## src/rtl/rv_pkg.sv

```systemverilog
// rv_pkg: shared core types for the register writeback path (XLEN, register address width, writeback entry)
package rv_pkg;
   localparam int XLEN = 32;
   localparam int REG_AW = 5;
   localparam logic [REG_AW-1:0] REG_ZERO = 5'd0;
   typedef struct packed {
      logic [REG_AW-1:0] rd;
      logic [XLEN-1:0]   data;
   } wb_entry_t;
endpackage

```

## src/rtl/wb_fifo.sv

```systemverilog
// wb_fifo: circular load-result buffer with wrap-around pointers and occupancy count; no push-to-pop bypass
module wb_fifo
   import rv_pkg::*;
#(
   parameter int  LD_DEPTH = 4,
   parameter type T        = wb_entry_t
) (
   input  logic clk,
   input  logic rst,
   input  logic push,
   input  T     push_data,
   input  logic pop,
   output T     head,
   output logic full,
   output logic empty
);
   localparam int AW = $clog2(LD_DEPTH);
   T               r_mem [LD_DEPTH];
   logic [AW-1:0]  r_wp;
   logic [AW-1:0]  r_rp;
   logic [AW:0]    r_cnt;
   logic           w_push;
   logic           w_pop;
   assign full   = r_cnt == (AW+1)'(LD_DEPTH);
   assign empty  = r_cnt == '0;
   assign head   = r_mem[r_rp];
   assign w_push = push && !full;
   assign w_pop  = pop && !empty;
   // pointer/count update; storage is written only on accepted pushes and never reset
   always_ff @(posedge clk) begin
      if (rst) begin
         r_wp  <= '0;
         r_rp  <= '0;
         r_cnt <= '0;
      end else begin
         if (w_push) begin
            r_mem[r_wp] <= push_data;
            r_wp        <= r_wp + 1'b1;
         end
         if (w_pop) r_rp <= r_rp + 1'b1;
         r_cnt <= r_cnt + (AW+1)'(w_push) - (AW+1)'(w_pop);
      end
   end
endmodule

```

## src/rtl/reg_writeback_unit.sv

```systemverilog
// reg_writeback_unit: ALU/load arbitration onto the regfile write port, load scoreboard, optional forwarding (WB_FWD_EN)
module reg_writeback_unit
   import rv_pkg::*;
#(
   parameter int LD_DEPTH = 4,
   parameter int XLEN     = 32
) (
   input  logic            clk,
   input  logic            rst,
   input  logic            alu_valid,
   input  logic [4:0]      alu_rd,
   input  logic [XLEN-1:0] alu_data,
   input  logic            ld_valid,
   output logic            ld_ready,
   input  logic [4:0]      ld_rd,
   input  logic [XLEN-1:0] ld_data,
   input  logic            iss_valid,
   input  logic [4:0]      iss_rd,
   input  logic [4:0]      rs1,
   input  logic [4:0]      rs2,
   output logic            rs1_busy,
   output logic            rs2_busy,
   output logic            rs1_fwd_valid,
   output logic            rs2_fwd_valid,
   output logic [XLEN-1:0] rs1_fwd_data,
   output logic [XLEN-1:0] rs2_fwd_data,
   output logic [4:0]      wb_a3,
   output logic            wb_we3,
   output logic [XLEN-1:0] wb_wd3
);
   logic            r_we3;
   logic [4:0]      r_a3;
   logic [XLEN-1:0] r_wd3;
   logic [31:0]     r_pend;
   logic [31:0]     w_pend_nxt;
   logic            w_alu_take;
   logic            w_push;
   logic            w_pop;
   logic            w_full;
   logic            w_empty;
   logic            w_hit1;
   logic            w_hit2;
   wb_entry_t       w_head;
   wb_entry_t       w_push_entry;
   assign w_alu_take   = alu_valid && alu_rd != REG_ZERO;
   assign w_pop        = !w_alu_take && !w_empty;
   assign ld_ready     = !rst && !w_full;
   assign w_push       = ld_valid && ld_ready && ld_rd != REG_ZERO;
   assign w_push_entry = '{rd: ld_rd, data: ld_data};
   wb_fifo #(.LD_DEPTH(LD_DEPTH), .T(wb_entry_t)) u_fifo (
      .clk       (clk),
      .rst       (rst),
      .push      (w_push),
      .push_data (w_push_entry),
      .pop       (w_pop),
      .head      (w_head),
      .full      (w_full),
      .empty     (w_empty)
   );
   // output register: ALU result has strict priority over the buffered load head
   always_ff @(posedge clk) begin
      if (rst) begin
         r_we3 <= 1'b0;
         r_a3  <= REG_ZERO;
         r_wd3 <= '0;
      end else begin
         r_we3 <= w_alu_take || w_pop;
         if (w_alu_take) begin
            r_a3  <= alu_rd;
            r_wd3 <= alu_data;
         end else if (w_pop) begin
            r_a3  <= w_head.rd;
            r_wd3 <= w_head.data;
         end
      end
   end
   // pending-load bits: a retiring load clears its bit, an issue sets it (set wins), x0 never pending
   always_comb begin
      w_pend_nxt = r_pend & ~(w_pop ? (32'b1 << w_head.rd) : 32'b0);
      w_pend_nxt = (w_pend_nxt | (iss_valid ? (32'b1 << iss_rd) : 32'b0)) & ~32'b1;
   end
   // scoreboard register
   always_ff @(posedge clk) begin
      if (rst) r_pend <= '0;
      else     r_pend <= w_pend_nxt;
   end
   assign wb_we3 = r_we3;
   assign wb_a3  = r_a3;
   assign wb_wd3 = r_wd3;
   assign w_hit1 = r_we3 && r_a3 == rs1 && rs1 != REG_ZERO;
   assign w_hit2 = r_we3 && r_a3 == rs2 && rs2 != REG_ZERO;
`ifdef WB_FWD_EN
   assign rs1_busy      = r_pend[rs1];
   assign rs2_busy      = r_pend[rs2];
   assign rs1_fwd_valid = w_hit1;
   assign rs2_fwd_valid = w_hit2;
   assign rs1_fwd_data  = r_wd3;
   assign rs2_fwd_data  = r_wd3;
`else
   assign rs1_busy      = r_pend[rs1] || w_hit1;
   assign rs2_busy      = r_pend[rs2] || w_hit2;
   assign rs1_fwd_valid = 1'b0;
   assign rs2_fwd_valid = 1'b0;
   assign rs1_fwd_data  = '0;
   assign rs2_fwd_data  = '0;
`endif
endmodule

```

## config.mk

```make
export PLATFORM = sky130hd
export DESIGN_NAME = reg_writeback_unit
export DESIGN_NICKNAME = d
export VERILOG_FILES = /design/src/rtl/rv_pkg.sv /design/src/rtl/wb_fifo.sv /design/src/rtl/reg_writeback_unit.sv
export SDC_FILE = /design/constraint.sdc
export NUM_CORES = 1
export LEC_CHECK = 0
export ABC_AREA = 1
export BUFFER_PORTS_ARGS = -buffer_cell sky130_fd_sc_hd__buf_4
export CORE_MARGIN = 8
export CORE_UTILIZATION = 30
export CTS_BUF_LIST = sky130_fd_sc_hd__clkbuf_4 sky130_fd_sc_hd__clkbuf_8
export DETAILED_ROUTE_END_ITERATION = 10
export PLACE_DENSITY_LB_ADDON = 0.2
export SYNTH_ARGS = -nofsm -noshare
export SYNTH_HDL_FRONTEND = slang
export SYNTH_SLANG_ARGS = --single-unit
```

## constraint.sdc

```tcl
create_clock -name clk -period 4.1 [get_ports clk]
set_input_delay 0.41 -clock clk [delete_from_list [all_inputs] [get_ports clk]]
set_output_delay 0.41 -clock clk [all_outputs]
set_load 0.01 [all_outputs]
```

== Word level (Yosys, flattened, before mapping) ==
Memory sizes are Yosys's and may differ from the RTL's. A register that Yosys moved wholly into a read port is not among the register bits.
Cells that the tools add are included.

* Memory bits (writable): 148
* Memories kept: 1
* Word-level logic and storage cells: 62
* Register bits: 77
* Output and inout bits: 107

* Shifts and indexed selects: 2
* Add/subtract/negate cells: 4
* Bitwise logic cells: 3
* Magnitude comparators: 2
* Reduce and logical (&&, ||, !) cells: 24
* Equal/unequal tests: 3
* Mux-type cells: 15

{| class="wikitable"
|+ Memory list
! name !! words !! width !! rd ports !! clocked after memory_dff !! wr ports !! RTL line !! source
|-
| u_fifo.r_mem || 4 || 37 || 1 || 1 || 1 || wb_fifo.sv:18 || <nowiki>T r_mem [LD_DEPTH];</nowiki>
|}

{| class="wikitable"
|+ Operators by type and width
! operator !! number
|-
| 32-bit 2-to-1 mux || 4
|-
| 1-bit by 5-bit << shifter with 32-bit output (first input constant) || 2
|-
| 32-bit AND || 1
|-
| 32-bit inverter || 1
|-
| 32-bit bitwise OR || 1
|-
| 5-bit nonzero test || 4
|-
| 5-bit by 6-bit < comparator with 1-bit output (second input constant) || 2
|-
| 1-bit logical AND || 11
|-
| 1-bit binary-select mux with 5-bit select || 2
|-
| 5-bit equality test || 2
|-
| 5-bit 2-to-1 mux || 2
|-
| 1-bit 2-to-1 mux || 5
|-
| 2-bit by 1-bit adder with 2-bit output (second input constant) || 2
|-
| 1-bit logical NOT || 4
|-
| 2-bit 2-to-1 mux || 2
|-
| 3-bit by 1-bit adder with 3-bit output || 1
|-
| 3-bit equality test (second input constant) || 1
|-
| 3-bit logical NOT || 1
|-
| 1-bit logical OR || 3
|-
| 3-bit by 1-bit subtractor with 3-bit output || 1
|-
| 2-bit nonzero test || 1
|}

== Depth between registers and ports, before layout ==
Gate-level depths: netlist of the first run.

* Depth after elaboration: 9
* Depth in mapped cells: 15
* Gate-level depth less buffers: 13

== Hierarchy ==
A second synthesis of the first run with hierarchy kept.

* Cells, all modules: 1206
* Area, all modules: 10820.4 µm²

{| class="wikitable"
|+ By module, submodules not included
! module !! times used !! cells each !! area each (µm²)
|-
| wb_fifo || 1 || 430 || 5985.7
|-
| reg_writeback_unit || 1 || 776 || 4834.6
|}

== Worst setup path after synthesis of the first run ==
No wires, ideal clock.

* Path type: input-to-reg
* Start: in rst
* End: mem u_fifo.r_mem[0][0] (netlist bit) (enable)
* Stages: 4
* Buffers on the path: 1
* Required time: 3669 ps
* Setup slack: 963 ps
* Arrival: 2706 ps
* Path through: clkbuf_1 a21oi_1 nand3_1 nor2_1

* Longest elaborated chain between the ends: 8

{| class="wikitable"
|+ RTL lines
! element !! RTL line !! source
|-
| start, declared || reg_writeback_unit.sv:9 || <nowiki>input logic rst,</nowiki>
|-
| 1-bit logical NOT || reg_writeback_unit.sv:47 || <nowiki>assign ld_ready = !rst && !w_full;</nowiki>
|-
| 1-bit logical AND || reg_writeback_unit.sv:47 ||
|-
| named net ld_ready || reg_writeback_unit.sv:14 || <nowiki>output logic ld_ready,</nowiki>
|-
| 1-bit logical AND (2 in a row) || reg_writeback_unit.sv:48 || <nowiki>assign w_push = ld_valid && ld_ready && ld_rd != REG_ZERO;</nowiki>
|-
| 1-bit logical AND || wb_fifo.sv:27 || <nowiki>assign w_push = push && !full;</nowiki>
|-
| 1-bit 2-to-1 mux || wb_fifo.sv:36 || <nowiki>if (w_push) begin</nowiki>
|-
| 1-bit 2-to-1 mux || wb_fifo.sv:31 || <nowiki>if (rst) begin</nowiki>
|-
| 1-bit 2-to-1 mux (implied by the code) || wb_fifo.sv:37 || <nowiki>r_mem[r_wp] <= push_data;</nowiki>
|-
| end, declared || wb_fifo.sv:18 ||
|}

The timed path passes the listed nets, and every way through them passes these cells.

== Final worst setup path of the first run ==
* Start: reg u_fifo.r_cnt[1]
* End: reg u_fifo.r_cnt[2]

* Longest elaborated chain between the ends: 8
* Elaborated cells on any way between the ends: 12
* Those cells by class: 2 x add/sub; 1 x eq/ne; 9 x reduce/logical

{| class="wikitable"
|+ RTL lines
! element !! RTL line !! source
|-
| start, declared || wb_fifo.sv:21 || <nowiki>logic [AW:0] r_cnt;</nowiki>
|-
| start signal, assigned || wb_fifo.sv:41 || <nowiki>r_cnt <= r_cnt + (AW+1)'(w_push) - (AW+1)'(w_pop);</nowiki>
|-
| 3-bit equality test || wb_fifo.sv:24 || <nowiki>assign full = r_cnt == (AW+1)'(LD_DEPTH);</nowiki>
|-
| 1-bit logical NOT || wb_fifo.sv:27, reg_writeback_unit.sv:47 ||
|-
| 1-bit logical AND || reg_writeback_unit.sv:47 ||
|-
| 1-bit logical AND (2 in a row) || reg_writeback_unit.sv:48 ||
|-
| 1-bit logical AND || wb_fifo.sv:27 ||
|-
| 3-bit by 1-bit adder with 3-bit output || wb_fifo.sv:41 ||
|-
| 3-bit by 1-bit subtractor with 3-bit output (*) || wb_fifo.sv:41 ||
|}

Mark *: on every way between the ends. The rest lies on a longest branch, timed or not.
A chain may end at the register's enable or synchronous reset.

==> results.cfg, run 1 <==
[clock_network]
worst_skew_pair.late_latency_ps = 560
clock-root-buffer = sky130_fd_sc_hd__clkbuf_8
clk_slew_on_worst_s_h_paths_ps = 60
cts_buf_count = 40
clock-sinks = 226
max-clock-path-buffers = 3
cts_setup_buffers = 0
h-tree-depth = 2
cts.repair.resized = 0
tritoncts = done

[routing]
drt_first_iter_violations = 525
detailroute.wirelength.met2_um = 13800
vias = 8215
route.final.wire_length_um = 30200
route.layer.met1.wl_um = 13700
drt_first_pass_iters = 4
route.antenna.remaining_nets = 0
vias_per_cell = 4.67
drcViolationCount = 0
top_layer = met5
detailroute.wirelength.met3_um = 2050
detail_route.wl_per_cell_um = 17.2

[sta]
setup_repair_after_global_routing_missed_its_margin = false
maxSlewHeadroom_pct = 47.1
setup-violations-final = 0
period_share_pct = 64.7
final_period_minus_worst_setup_slack_ps = 2650
timing.final.hold_violations = 0
setup-tns-final_ps = 0
fin_hold_ws_ps = 49.5
maxSlewViolCount = 0
fmax_ghz = 0.377
timing.clock.skew_ps = 49.4
worst_pin_slew_ps = 793

[critical_path]
cp_slowest_stage_delay_ps = 450
crit_arrival_ps = 3070
critical_path.top_delay_family = adder cells
path_max_fanout = 19
timing.setup.critical_path_class = reg2reg
timing.critical_path.cells = nor3_4 -> inv_2 -> nand2_4 -> inv_4 -> ha_1 -> inv_1 -> ha_1 -> inv_1 -> fa_1 -> xor2_1 -> o21ai_0 -> a21oi_1
worstSetupStartpointType = flop
worst-path-buf-inv = 4
worst-r2r-setup-slack_ps = 1450
cp_slowest_cell = sky130_fd_sc_hd__nor3_4
cp.required_ps = 4510
worst_setup_path_end_kind = flop

[cells_and_area]
ff_latch_area_um2 = 6010
final_layout_size_suffix_gt1_share_pct = 18.4
nets = 1373
multiInputGateArea_um2 = 3610
syn_to_final_growth_pct = 19.0
diodes = 0
filler_cell_count = 3544

[pwr]
power.density_cell_area_nw_per_um2 = 519
leak_pwr_nw = 4.98
peakVddDrop_mv = 0.258

[yosys]
number_of_storage_elements_in_the_synthesis_netlist = 226
async_flop_share_pct = 0
post_synth_inst_count = 1143
ys.warnings.count = 0
synth_edf_count = 148
synth_ff_type = sky130_fd_sc_hd__edfxtp_1
sequential_area_share_after_synthesis_pct = 57.3
syn_area_per_cell_um2 = 9.17
synthesis.area_um2 = 10500
netlist-cell-type-count = 36

[min_path]
hold_path.class = in2reg

[floorplanning]
die_width_um = 203
start_util_pct = 30.4
dieHeight_um = 203
num_rows = 68
num_io_pins = 201
die_area_um2 = 41200
area_of_the_placeable_core_um2 = 34500

[global_routing]
globalRoute.totalOverflow = 0
grt_util_all_layers_pct = 14.2
antenna_found_initial = 2
first_global_vias = 8263
global_route_wire_length_before_repair_um = 46900
grt_start_max_net_pins = 75

[place]
portBuffers = 134
detailed_place_hpwl_um = 20300
gp_routability_congestion = 0.837

[run]
maxCapViolCount = 0

[status]
status = finished clean
## cell usage after synthesis (19+ instances only)
master | instances | area share [%]
sky130_fd_sc_hd__o21ai_0 | 103 | 4.9
sky130_fd_sc_hd__edfxtp_1 | 148 | 42
sky130_fd_sc_hd__inv_1 | 78 | 2.8
sky130_fd_sc_hd__nand3_1 | 97 | 4.6
sky130_fd_sc_hd__a21oi_1 | 74 | 3.5
sky130_fd_sc_hd__nand2_1 | 258 | 9.2
sky130_fd_sc_hd__clkbuf_1 | 28 | 1.0
sky130_fd_sc_hd__dfxtp_1 | 78 | 15
sky130_fd_sc_hd__nor2_1 | 89 | 3.2
sky130_fd_sc_hd__o211ai_1 | 19 | 1.4
sky130_fd_sc_hd__buf_4 | 76 | 5.4
## final timing paths
path,from,to,depth (start not counted)
max reg2reg,u_fifo.r_cnt[1],u_fifo.r_cnt[2],12
max,u_fifo.r_cnt[1],u_fifo.r_cnt[2],12
min reg2reg,r_pend[13],r_pend[13],2
min,ld_data[17],u_fifo.r_mem[2][17],1
## timing repair
item                                   4_1_cts  5_1_grt
endpoints found under the hold margin        1        0
setup endpoints to repair                    0        0
hold buffers                                 1        0
## power by group
part           total [mW]  switching (mW)  internal, mW
logic                1.56            1.08         0.481
clock network        2.21           0.948          1.26
registers            2.71          0.0956          2.61
total                6.48            2.12          4.35
## metrics by stage
stage | total power [mW] | util [%] | cell area, um^2 | worst slack (ps) | std cells
floorplan | 3.82 | - | 10700 | 963 | 1208
global placement | 4.33 | 33.7 | 11600 | 1420 | 1684
detailed placement | 4.34 | 33.7 | 11600 | 1330 | 1684
CTS | 6.58 | 36.2 | 12500 | 1390 | 1759
global route | 6.86 | 36.2 | 12500 | 1180 | 1759
finish | 6.48 | 36.2 | 12500 | 1450 | 1759
## kinds of logic after synthesis
kind of cell,share of synthesized area (%)
AND/OR/NAND/NOR,18.2
AO/OA/AOI/OAI,12.6
flip-flops,57.3
buffers and inverters,10.8
adder cells (fa/ha/maj),0.907
XOR/XNOR,0.0836
other,0.0358
## cells in the final DEF, fill, tap and decap left out, types with 6 or more instances in the layout
master / count
sky130_fd_sc_hd__nor2_4: 6
sky130_fd_sc_hd__conb_1: 66
sky130_fd_sc_hd__clkinv_1: 8
sky130_fd_sc_hd__a21oi_2: 7
sky130_fd_sc_hd__inv_1: 78
sky130_fd_sc_hd__o221ai_1: 7
sky130_fd_sc_hd__ha_1: 6
sky130_fd_sc_hd__buf_4: 145
sky130_fd_sc_hd__o211ai_1: 19
sky130_fd_sc_hd__nor2_1: 85
sky130_fd_sc_hd__edfxtp_1: 148
sky130_fd_sc_hd__o21ai_1: 10
sky130_fd_sc_hd__clkbuf_8: 44
sky130_fd_sc_hd__clkbuf_4: 14
sky130_fd_sc_hd__inv_2: 6
sky130_fd_sc_hd__dfxtp_1: 77
sky130_fd_sc_hd__o21ai_0: 103
sky130_fd_sc_hd__o22ai_1: 13
sky130_fd_sc_hd__nand3_1: 97
sky130_fd_sc_hd__nand2_1: 258
sky130_fd_sc_hd__a21oi_1: 74
## state kept, by name (all words and copies together), names as in the netlist, named ones only
signal / cells
u_fifo.r_rp: 2
r_pend: 31
u_fifo.r_cnt: 3
u_fifo.r_mem: 148
wb_we3: 1
u_fifo.r_wp: 2
wb_wd3: 32
wb_a3: 5
## per-layer routing
metal	vias to the layer above	track usage [%]
met5	-	0
met1	3898	18.7
li1	4010	-
met2	253	22.5
met3	50	3.62
met4	4	4.90
## area by class of cell
cell class / count / share of cell area, %
clock buffer: 58 / 5.70
clock inverter: 16 / 1.16
tap: 455 / 4.56
inverter: 87 / 2.64
timing repair buffer: 146 / 8.81
sequential: 226 / 48.2
multi-input combinational: 771 / 29.0
## worst register-to-register path, stage by stage, from the launching register on
cell	delay, ps
sky130_fd_sc_hd__dfxtp_1	380
sky130_fd_sc_hd__nor3_4	450
sky130_fd_sc_hd__inv_2	90
sky130_fd_sc_hd__nand2_4	170
sky130_fd_sc_hd__inv_4	140
sky130_fd_sc_hd__ha_1	320
sky130_fd_sc_hd__inv_1	60
sky130_fd_sc_hd__ha_1	130
sky130_fd_sc_hd__inv_1	50
sky130_fd_sc_hd__fa_1	390
sky130_fd_sc_hd__xor2_1	160
sky130_fd_sc_hd__o21ai_0	150
sky130_fd_sc_hd__a21oi_1	50
No activity file was read; power rests on OpenSTA's default activity.
==> run 2: changes to the inputs <==
==> constraint.sdc (replaced) <==
create_clock -name clk -period 2.5 [get_ports clk]
set_input_delay 0.25 -clock clk [delete_from_list [all_inputs] [get_ports clk]]
set_output_delay 0.25 -clock clk [all_outputs]
set_load 0.01 [all_outputs]
==> run 2 against run 1 <==
Utilization is 2.4 points higher. Register-to-register slack worse by 1100 ps. Clock skew is 16 ps lower. Clock power is 67% higher. Power is 69% higher. Global-route usage is 0.44 points higher. Cell count is 4.5% higher. Combinational power is 78% higher. Hold slack worse by 9.1 ps. Worst setup slack worse by 1100 ps. Non-clock buffer count is 76 higher. Largest power group unchanged. Highest routed layer is now met4.
==> results.cfg, run 2 (same netlist as run 1, synthesis figures left out) <==
[routing]
vias = 8428
route.antenna.remaining_nets = 0
detail_route.wl_per_cell_um = 16.9
route.final.wire_length_um = 31000
drt_first_iter_violations = 450
detailroute.wirelength.met2_um = 14600
detailroute.wirelength.met3_um = 1940
drt_first_pass_iters = 6
top_layer = met4
vias_per_cell = 4.59
drcViolationCount = 0
route.layer.met1.wl_um = 14200

[sta]
period_share_pct = 86.7
maxSlewViolCount = 0
final_period_minus_worst_setup_slack_ps = 2170
timing.final.hold_violations = 0
fmax_ghz = 0.461
maxSlewHeadroom_pct = 54.1
worst_pin_slew_ps = 688
setup-violations-final = 0
timing.final.ws_setup_ps = 333
setup_repair_after_global_routing_missed_its_margin = false
timing.clock.skew_ps = 33.0

[floorplanning]
num_io_pins = 201
dieHeight_um = 203
start_util_pct = 30.4
die_width_um = 203
num_rows = 68
area_of_the_placeable_core_um2 = 34500
die_area_um2 = 41200

[pwr]
cell_internal_pwr_mw = 7.39
overall_power_mw = 10.9
switching_portion_of_total_power_pct = 32.3
power.density_cell_area_nw_per_um2 = 821
peakVddDrop_mv = 0.472
share_of_power_burned_in_registers_pct = 40.9
leak_pwr_nw = 5.34
combinationalPowerShare_pct = 25.4
net-switching-power_mw = 3.53
p_clk_share_pct = 33.7

[critical_path]
path_max_fanout = 2
worst_setup_path_end_kind = flop
crit_arrival_ps = 2580
worstSetupStartpointType = input port
timing.setup.critical_path_class = in2reg
cp.required_ps = 2910

[min_path]
hold_path.class = in2reg

[place]
detailed_place_hpwl_um = 20400
portBuffers = 134
gp_routability_congestion = 0.868
pre_cts_slack_ps = 307

[clock_network]
cts_buf_count = 41
cts.repair.resized = 0
cts_setup_buffers = 0
clk_slew_on_worst_s_h_paths_ps = 60
clock-root-buffer = sky130_fd_sc_hd__clkbuf_8
clock-sinks = 226
h-tree-depth = 2
max-clock-path-buffers = 3
worst_skew_pair.late_latency_ps = 540
tritoncts = done

[global_routing]
grt_util_all_layers_pct = 14.7
grt_start_max_net_pins = 39
antenna_found_initial = 1
first_global_vias = 8534
global_route_wire_length_before_repair_um = 48500
globalRoute.totalOverflow = 0

[cells_and_area]
syn_to_final_growth_pct = 26.9
largest-register = u_fifo.r_mem
commonest_cells_after_routing_fill_and_taps_aside = sky130_fd_sc_hd__nand2_1 (258), sky130_fd_sc_hd__buf_4 (153), sky130_fd_sc_hd__edfxtp_1 (148)
finalCoreUtilization_pct = 38.6
final_layout_size_suffix_gt1_share_pct = 18.8
mostFrequentLayoutCell = sky130_fd_sc_hd__nand2_1
nets = 1450
largest_reg_flops = 148

[run]
maxCapViolCount = 0

[status]
status = finished clean
run 2: changes by cell type in the layout (fill, tap and decap cells not counted), moves of 3 or more:
cell and change:
sky130_fd_sc_hd__dlygate4sd3_1 +63, sky130_fd_sc_hd__buf_4 +8, sky130_fd_sc_hd__clkbuf_4 +8, sky130_fd_sc_hd__buf_12 +5, sky130_fd_sc_hd__clkinv_1 -5, sky130_fd_sc_hd__clkbuf_8 +3
run 2: worst max-delay path: stages:
cell,delay [ps]
sky130_fd_sc_hd__dlygate4sd3_1,540
sky130_fd_sc_hd__buf_4,140
sky130_fd_sc_hd__nor2_1,80
sky130_fd_sc_hd__nand3_1,90
sky130_fd_sc_hd__nand2_2,150
sky130_fd_sc_hd__nand2_4,70
sky130_fd_sc_hd__inv_4,50
sky130_fd_sc_hd__ha_1,210
sky130_fd_sc_hd__inv_1,50
sky130_fd_sc_hd__ha_1,130
sky130_fd_sc_hd__inv_1,50
sky130_fd_sc_hd__fa_1,390
sky130_fd_sc_hd__xor2_1,160
sky130_fd_sc_hd__o21ai_0,150
sky130_fd_sc_hd__a21oi_1,60
run 2: per-stage QoR:
step                TNS, ps  cells  hold WS, ps  cell area, um^2
finish                    0   1838         40.4            13300
global route              0   1838         38.0            13300
CTS                       0   1837       0.0187            13300
detailed placement        0   1697          456            11800
global placement          0   1697          452            11800
floorplan            -84350   1208          349            10700
run 2: path summary, 6_finish.rpt:
| kind | slack (ps) | start | to | cells after the start |
|---|---|---|---|---|
| setup / recovery | 330 | alu_rd[4] | u_fifo.r_cnt[2] | 15 |
| hold / removal | 40 | alu_valid | wb_a3[4] | 5 |
| setup reg to reg | 330 | u_fifo.r_cnt[1] | u_fifo.r_cnt[2] | 12 |
| hold reg to reg | 460 | r_pend[15] | r_pend[15] | 2 |
run 2: what timing repair did:
| action | CTS | global route |
|---|---|---|
| hold buffers | 64 | 0 |
| endpoints found under the hold margin | 175 | 0 |
| endpoints found under the setup margin | 0 | 0 |
run 2: power groups by stage:
stage / Clock, mW / Sequential, mW / Combinational, mW
after floorplan: 0 / 4.56 / 1.70
after global placement: 0 / 4.53 / 2.69
after detailed placement: 0 / 4.53 / 2.70
after CTS: 3.81 / 4.46 / 2.79
after global routing: 3.95 / 4.50 / 3.09
final: 3.68 / 4.46 / 2.77
run 2: metal layers:
layer	up-vias	track usage, %
met4	0	3.55
met5	-	0
li1	4171	-
met2	242	24.5
met1	3985	18.9
met3	30	3.62
run 2: layout make-up:
type | count | area [um^2]
Inverter | 87 | 329
Sequential cell | 226 | 6010
Fill cell | 3448 | 21200
Antenna cell | 1 | 2.50
Timing Repair Buffer | 222 | 1890
Multi-Input combinational cell | 771 | 3610
Clock buffer | 69 | 812
Tap cell | 455 | 569
Clock inverter | 7 | 72.6
